## src/rtl/noc_pkg.sv

```systemverilog
// Shared NoC definitions: flit encoding, head-flit field layout and the
// network-interface transmit states.
package noc_pkg;

    typedef enum logic [1:0] {
        FT_BODY = 2'b00,
        FT_HEAD = 2'b01,
        FT_TAIL = 2'b10
    } flit_type_e;

    localparam int unsigned NOC_DATA_W = 32;

    typedef struct packed {
        flit_type_e            ftype;
        logic [NOC_DATA_W-1:0] data;
    } flit_t;

    typedef enum logic [1:0] {
        TX_IDLE,
        TX_HEAD,
        TX_BODY
    } tx_state_e;

    // Head-flit field LSB positions, packed MSB-first: dst_x, dst_y, src_x, src_y, len.
    function automatic int unsigned hd_dst_x_lsb(input int unsigned data_w, input int unsigned coord_w);
        return data_w - coord_w;
    endfunction

    function automatic int unsigned hd_dst_y_lsb(input int unsigned data_w, input int unsigned coord_w);
        return data_w - 2 * coord_w;
    endfunction

    function automatic int unsigned hd_src_x_lsb(input int unsigned data_w, input int unsigned coord_w);
        return data_w - 3 * coord_w;
    endfunction

    function automatic int unsigned hd_src_y_lsb(input int unsigned data_w, input int unsigned coord_w);
        return data_w - 4 * coord_w;
    endfunction

    function automatic int unsigned hd_len_lsb(input int unsigned data_w, input int unsigned coord_w,
                                               input int unsigned len_w);
        return data_w - 4 * coord_w - len_w;
    endfunction

endpackage

```

## src/rtl/noc_credit_counter.sv

```systemverilog
// Credit counter mirroring the free slots of the downstream input buffer;
// returns above the buffer depth saturate.
module noc_credit_counter
    import noc_pkg::*;
#(
    parameter  int unsigned CREDITS = 4,
    localparam int unsigned CNT_W   = $clog2(CREDITS + 1)
) (
    input  logic             clk,
    input  logic             rst_n,
    input  logic             consume,
    input  logic             credit_i,
    output logic [CNT_W-1:0] cnt,
    output logic             avail
);

    logic [CNT_W-1:0] cnt_q;
    logic [CNT_W-1:0] cnt_d;
    logic             take;

    assign take = consume && (cnt_q != '0);

    always_comb begin
        cnt_d = cnt_q;
        if (take && !credit_i) begin
            cnt_d = cnt_q - CNT_W'(1);
        end else if (!take && credit_i && (cnt_q != CNT_W'(CREDITS))) begin
            cnt_d = cnt_q + CNT_W'(1);
        end
    end

    always_ff @(posedge clk or negedge rst_n) begin
        if (!rst_n) begin
            cnt_q <= CNT_W'(CREDITS);
        end else begin
            cnt_q <= cnt_d;
        end
    end

    assign cnt   = cnt_q;
    assign avail = (cnt_q != '0);

endmodule

```

## src/rtl/noc_ni_tx.sv

```systemverilog
// Network-interface transmit stage: turns a descriptor plus payload stream
// into a credit-gated HEAD/BODY/TAIL packet for the router's local port.
module noc_ni_tx
    import noc_pkg::*;
#(
    parameter  int unsigned DATA_W  = 32,
    parameter  int unsigned COORD_W = 2,
    parameter  int unsigned MAX_LEN = 8,
    parameter  int unsigned CREDITS = 4,
    parameter  int unsigned SRC_X   = 0,
    parameter  int unsigned SRC_Y   = 0,
    localparam int unsigned FLIT_W  = DATA_W + 2,
    localparam int unsigned LEN_W   = $clog2(MAX_LEN + 1),
    localparam int unsigned CNT_W   = $clog2(CREDITS + 1)
) (
    input  logic               clk,
    input  logic               rst_n,
    input  logic               msg_valid,
    output logic               msg_ready,
    input  logic [COORD_W-1:0] msg_dst_x,
    input  logic [COORD_W-1:0] msg_dst_y,
    input  logic [LEN_W-1:0]   msg_len,
    input  logic               pld_valid,
    output logic               pld_ready,
    input  logic [DATA_W-1:0]  pld_data,
    output logic               flit_valid,
    output logic [FLIT_W-1:0]  flit_o,
    input  logic               credit_i,
    output logic [CNT_W-1:0]   credit_cnt,
    output logic               err_o
);

    localparam int unsigned DX_LSB  = hd_dst_x_lsb(DATA_W, COORD_W);
    localparam int unsigned DY_LSB  = hd_dst_y_lsb(DATA_W, COORD_W);
    localparam int unsigned SX_LSB  = hd_src_x_lsb(DATA_W, COORD_W);
    localparam int unsigned SY_LSB  = hd_src_y_lsb(DATA_W, COORD_W);
    localparam int unsigned LEN_LSB = hd_len_lsb(DATA_W, COORD_W, LEN_W);

    tx_state_e          state_q;
    logic [COORD_W-1:0] dst_x_q;
    logic [COORD_W-1:0] dst_y_q;
    logic [LEN_W-1:0]   rem_q;
    logic [FLIT_W-1:0]  flit_q;
    logic               flit_valid_q;
    logic               err_q;

    logic               avail;
    logic               msg_hs;
    logic               pld_hs;
    logic               send;
    logic               len_ok;
    logic [DATA_W-1:0]  head_data;

    assign msg_ready = (state_q == TX_IDLE);
    assign pld_ready = (state_q == TX_BODY) && avail;
    assign msg_hs    = msg_valid && msg_ready;
    assign pld_hs    = pld_valid && pld_ready;
    assign send      = ((state_q == TX_HEAD) && avail) || pld_hs;
    assign len_ok    = (msg_len != '0) && (msg_len <= LEN_W'(MAX_LEN));

    // rem_q still equals the latched length while in HEAD, so it doubles as the len field.
    always_comb begin
        head_data                       = '0;
        head_data[DX_LSB +: COORD_W]    = dst_x_q;
        head_data[DY_LSB +: COORD_W]    = dst_y_q;
        head_data[SX_LSB +: COORD_W]    = COORD_W'(SRC_X);
        head_data[SY_LSB +: COORD_W]    = COORD_W'(SRC_Y);
        head_data[LEN_LSB +: LEN_W]     = rem_q;
    end

    always_ff @(posedge clk or negedge rst_n) begin
        if (!rst_n) begin
            state_q      <= TX_IDLE;
            dst_x_q      <= '0;
            dst_y_q      <= '0;
            rem_q        <= '0;
            flit_q       <= '0;
            flit_valid_q <= 1'b0;
            err_q        <= 1'b0;
        end else begin
            flit_valid_q <= 1'b0;
            err_q        <= 1'b0;
            case (state_q)
                TX_IDLE: begin
                    if (msg_hs) begin
                        if (len_ok) begin
                            dst_x_q <= msg_dst_x;
                            dst_y_q <= msg_dst_y;
                            rem_q   <= msg_len;
                            state_q <= TX_HEAD;
                        end else begin
                            err_q <= 1'b1;
                        end
                    end
                end
                TX_HEAD: begin
                    if (avail) begin
                        flit_q       <= {FT_HEAD, head_data};
                        flit_valid_q <= 1'b1;
                        state_q      <= TX_BODY;
                    end
                end
                TX_BODY: begin
                    if (pld_hs) begin
                        flit_valid_q <= 1'b1;
                        rem_q        <= rem_q - LEN_W'(1);
                        if (rem_q == LEN_W'(1)) begin
                            flit_q  <= {FT_TAIL, pld_data};
                            state_q <= TX_IDLE;
                        end else begin
                            flit_q <= {FT_BODY, pld_data};
                        end
                    end
                end
                default: state_q <= TX_IDLE;
            endcase
        end
    end

    noc_credit_counter #(
        .CREDITS(CREDITS)
    ) u_credit (
        .clk     (clk),
        .rst_n   (rst_n),
        .consume (send),
        .credit_i(credit_i),
        .cnt     (credit_cnt),
        .avail   (avail)
    );

    assign flit_valid = flit_valid_q;
    assign flit_o     = flit_q;
    assign err_o      = err_q;

endmodule
```

## config.mk

```make
export PLATFORM = sky130hd
export DESIGN_NAME = noc_ni_tx
export DESIGN_NICKNAME = d
export VERILOG_FILES = /design/src/rtl/noc_pkg.sv /design/src/rtl/noc_credit_counter.sv /design/src/rtl/noc_ni_tx.sv
export SDC_FILE = /design/constraint.sdc
export NUM_CORES = 1
export LEC_CHECK = 0
export BUFFER_PORTS_ARGS = -buffer_cell sky130_fd_sc_hd__buf_2
export CORE_MARGIN = 4
export CORE_UTILIZATION = 45
export DETAILED_ROUTE_END_ITERATION = 6
export PLACE_DENSITY = 0.76
export SYNTH_ARGS = -nofsm -noshare
export SYNTH_HDL_FRONTEND = slang
export SYNTH_HIERARCHICAL = 1
export SYNTH_SLANG_ARGS = --single-unit
```

## constraint.sdc

```tcl
create_clock -name clk -period 2.6 [get_ports clk]
set_input_delay 0 -clock clk [delete_from_list [all_inputs] [get_ports clk]]
set_output_delay 0 -clock clk [all_outputs]
set_load 0.02 [all_outputs]
```

==> out/qor.csv <==
metric,value,unit
setup_violations,0,
ff2ff_setup_slack,320,ps
synth-async-reset-ratio,1.00,
status,finished clean,
maxSlewViolCount,0,
diodes,0,
die-area,6780,sq um
numCtsBuffers,5,
power.internal,2.07,mW
synth_fa_ha_area_frac,0.0382,
drt_pass1_iterations,4,
fin_skew,6.50,ps
synth_fp_nets,290,
hp-start,pld_data[22],
path_max_fanout,6,
ys_types,51,
synth_compound_area_frac,0.135,
worst_pin_slew,1060,ps
finalPower,3.68,mW
post_drt_wl_per_cell,14.5,um
seqPwrFrac,0.331,
syn_inst,238,
synth-xor-area-share,0.0101,
r2r_cells,9,
crit_required,2810,ps
p_leak,1.64,nW
switching_share,0.438,
start_util,0.475,
r2r_start,u_credit/cnt[2],
ios,86,
ys_top_cells_by_area,"dfrtp_1, nand4_1, o21ai_0",
slowest_delay,590,ps
ir_drop,0.000752,V
arrival,2490,ps
end_kind,flop,
viasPerCell,5.13,
synth_seq_cells,49,
clock.fmax,0.439,GHz
clockPowerShare,0.116,
r2r-end,u_credit/cnt[1],
die_h,82.4,um
synth-edff-count,0,
post-route-util,0.644,
postCtsSetupBuffers,0,
clk_pin_slew,80,ps
grt_pass1_vias,2091,
mostFrequentLayoutCells,"buf_2, dfrtp_1, inv_1, o21ai_0, dlygate4sd3_1",
final_common_cell,buf_2,
cts_tree,done,
critical_path_depth,9,
clk_root_buffer_cell,clkbuf_8,
rsz0062_at_grt,false,
hold_end,flit_o[22],
synth_top_family_by_area,simple AND/OR/NAND/NOR gates,
worstSetupStartpointType,flop,
clk_path_buf_depth,2,
die_w,82.4,um
htreeDepth,2,
grt_pass1_wl,9900,um
power_per_cell_area,1090,nW/um^2
instances_no_fill,423,
remaining_drc_errors,0,
cp_num_buf_inv,1,
io_buffer_count,85,
rows,26,
period_needed,2280,ps
grt_antenna_before_repair,0,
p_comb_frac,0.553,
vias,2169,
nFillCells,451,
switchingPower,1.61,mW
seq_area_frac_synth,0.493,
clk_latency,290,ps
cap_violations,0,
antenna_left,0,
critPathTopFamily,simple AND/OR/NAND/NOR gates,
drive_gt1_frac,0.363,
register_area,1230,sq um
slowest_stage,dfstp_2,
timing_worst_setup_path_type,reg2reg,
multi_input_area,1060,sq um
dp.cells,386,
fin_crit_sh,0.876,
synth_top_area_frac,0.483,
ys.flop_type,dfrtp_1,
place_congestion,0.764,
grt_usage,0.189,
hold_depth,4,
hold_class,in2reg,
area_delta_synth_final,35.4,%
synthMuxAreaShare,0.0980,
synth_area,2490,sq um
drt-total-wl,6140,um
syn_avg_cell_area,10.5,sq um
yosysTopAreaCell,dfrtp_1,
maxSlewHeadroom,0.294,
grt_max_degree,50,
coreArea,5240,sq um
yosys.area_share.simple,0.142,
fin_setup_tns,0,ps
critical_path.cell_chain,"inv_1, nand3_1, nor2b_2, nor2b_4, nand2_1, fa_1, o21ba_2, o211ai_1, a22oi_1",
dr.first_iter.drc_count,78,
dpl.hpwl,4120,um
cts_sinks,49,
overflow,0,
hold_violations,0,
nNetsFinal,404,
synth_warnings,6,
## synthesized netlist by cell type (3+ instances only)
cell type  number
dfrtp_1        48
inv_1          34
o21ai_0        29
nand4_1        24
mux2_2         12
clkbuf_1        9
mux2_1          7
ha_1            6
nand2_1         6
a21oi_1         4
buf_2           4
nor2b_1         4
and2_1          3
mux2i_1         3
nand3_1         3
## flip-flops by register name, indices dropped and copies added (netlist names)
signal        count
flit_o           34
rem_q             4
u_credit/cnt      3
dst_x_q           2
dst_y_q           2
state_q           2
err_o             1
flit_valid        1
## how the worst max path moves through the flow
| stage | from | endpoint | slack [ps] |
|---|---|---|---|
| 6_report | u_credit/cnt[2] | u_credit/cnt[1] | 320 |
| 5_1_grt | u_credit/cnt[2] | u_credit/cnt[1] | 160 |
| 4_1_cts | u_credit/cnt[2] | u_credit/cnt[1] | 320 |
| 3_5_place_dp | u_credit/cnt[2] | u_credit/cnt[1] | 350 |
| 3_3_place_gp | u_credit/cnt[2] | u_credit/cnt[1] | 450 |
| 2_1_floorplan | state_q[0] | u_credit/cnt[1] | 70 |
## kinds of logic after synthesis
family | Yosys count
AND/OR/NAND/NOR | 56
AO/OA/AOI/OAI | 51
buffers and inverters | 51
flip-flops | 49
multiplexers | 22
adder cells (fa/ha/maj) | 7
XOR/XNOR | 2
## stage by stage
step	setup WS, ps	cell area (sq um)	hold slack [ps]
floorplan	73.9	2490	-296
global placement	447	3000	236
detailed placement	349	3000	240
CTS	317	3370	23.1
global route	158	3370	53.8
finish	323	3370	39.9
## layout make-up
class                      count  area share
tap                           70      0.0260
inverter                      35      0.0390
clock inverter                 2     0.00297
timing repair buffer         123       0.232
multi-input combinational    138       0.314
sequential                    49       0.364
clock buffer                   6      0.0215
## timing repair
item | in CTS | in global routing
hold buffers | 29 | 0
resized for setup | 0 | 0
endpoints found under the hold margin | 76 | 0
## worst min-delay path, stage by stage
cell     delay (ps)
buf_2            80
nand2_1          30
o21ai_0          60
mux2_1          130
## per-layer routing
layer  track usage  wire [um]  part of all wire
met5             0          0                 0
met4        0.0548         61            0.0099
met3        0.0423        395             0.064
met2         0.312       3010              0.49
met1         0.248       2670              0.43
## power by group through the flow
| stage | logic, mW | registers [mW] | clock network (mW) |
|---|---|---|---|
| 3_3_place_gp | 1.96 | 1.22 | 0 |
| 6_report | 2.04 | 1.22 | 0.427 |
| 5_1_grt | 2.26 | 1.26 | 0.473 |
| 3_5_place_dp | 2.01 | 1.22 | 0 |
| 2_1_floorplan | 1.16 | 1.46 | 0 |
| 4_1_cts | 2.04 | 1.21 | 0.447 |
(Power assumes the default switching activity.)
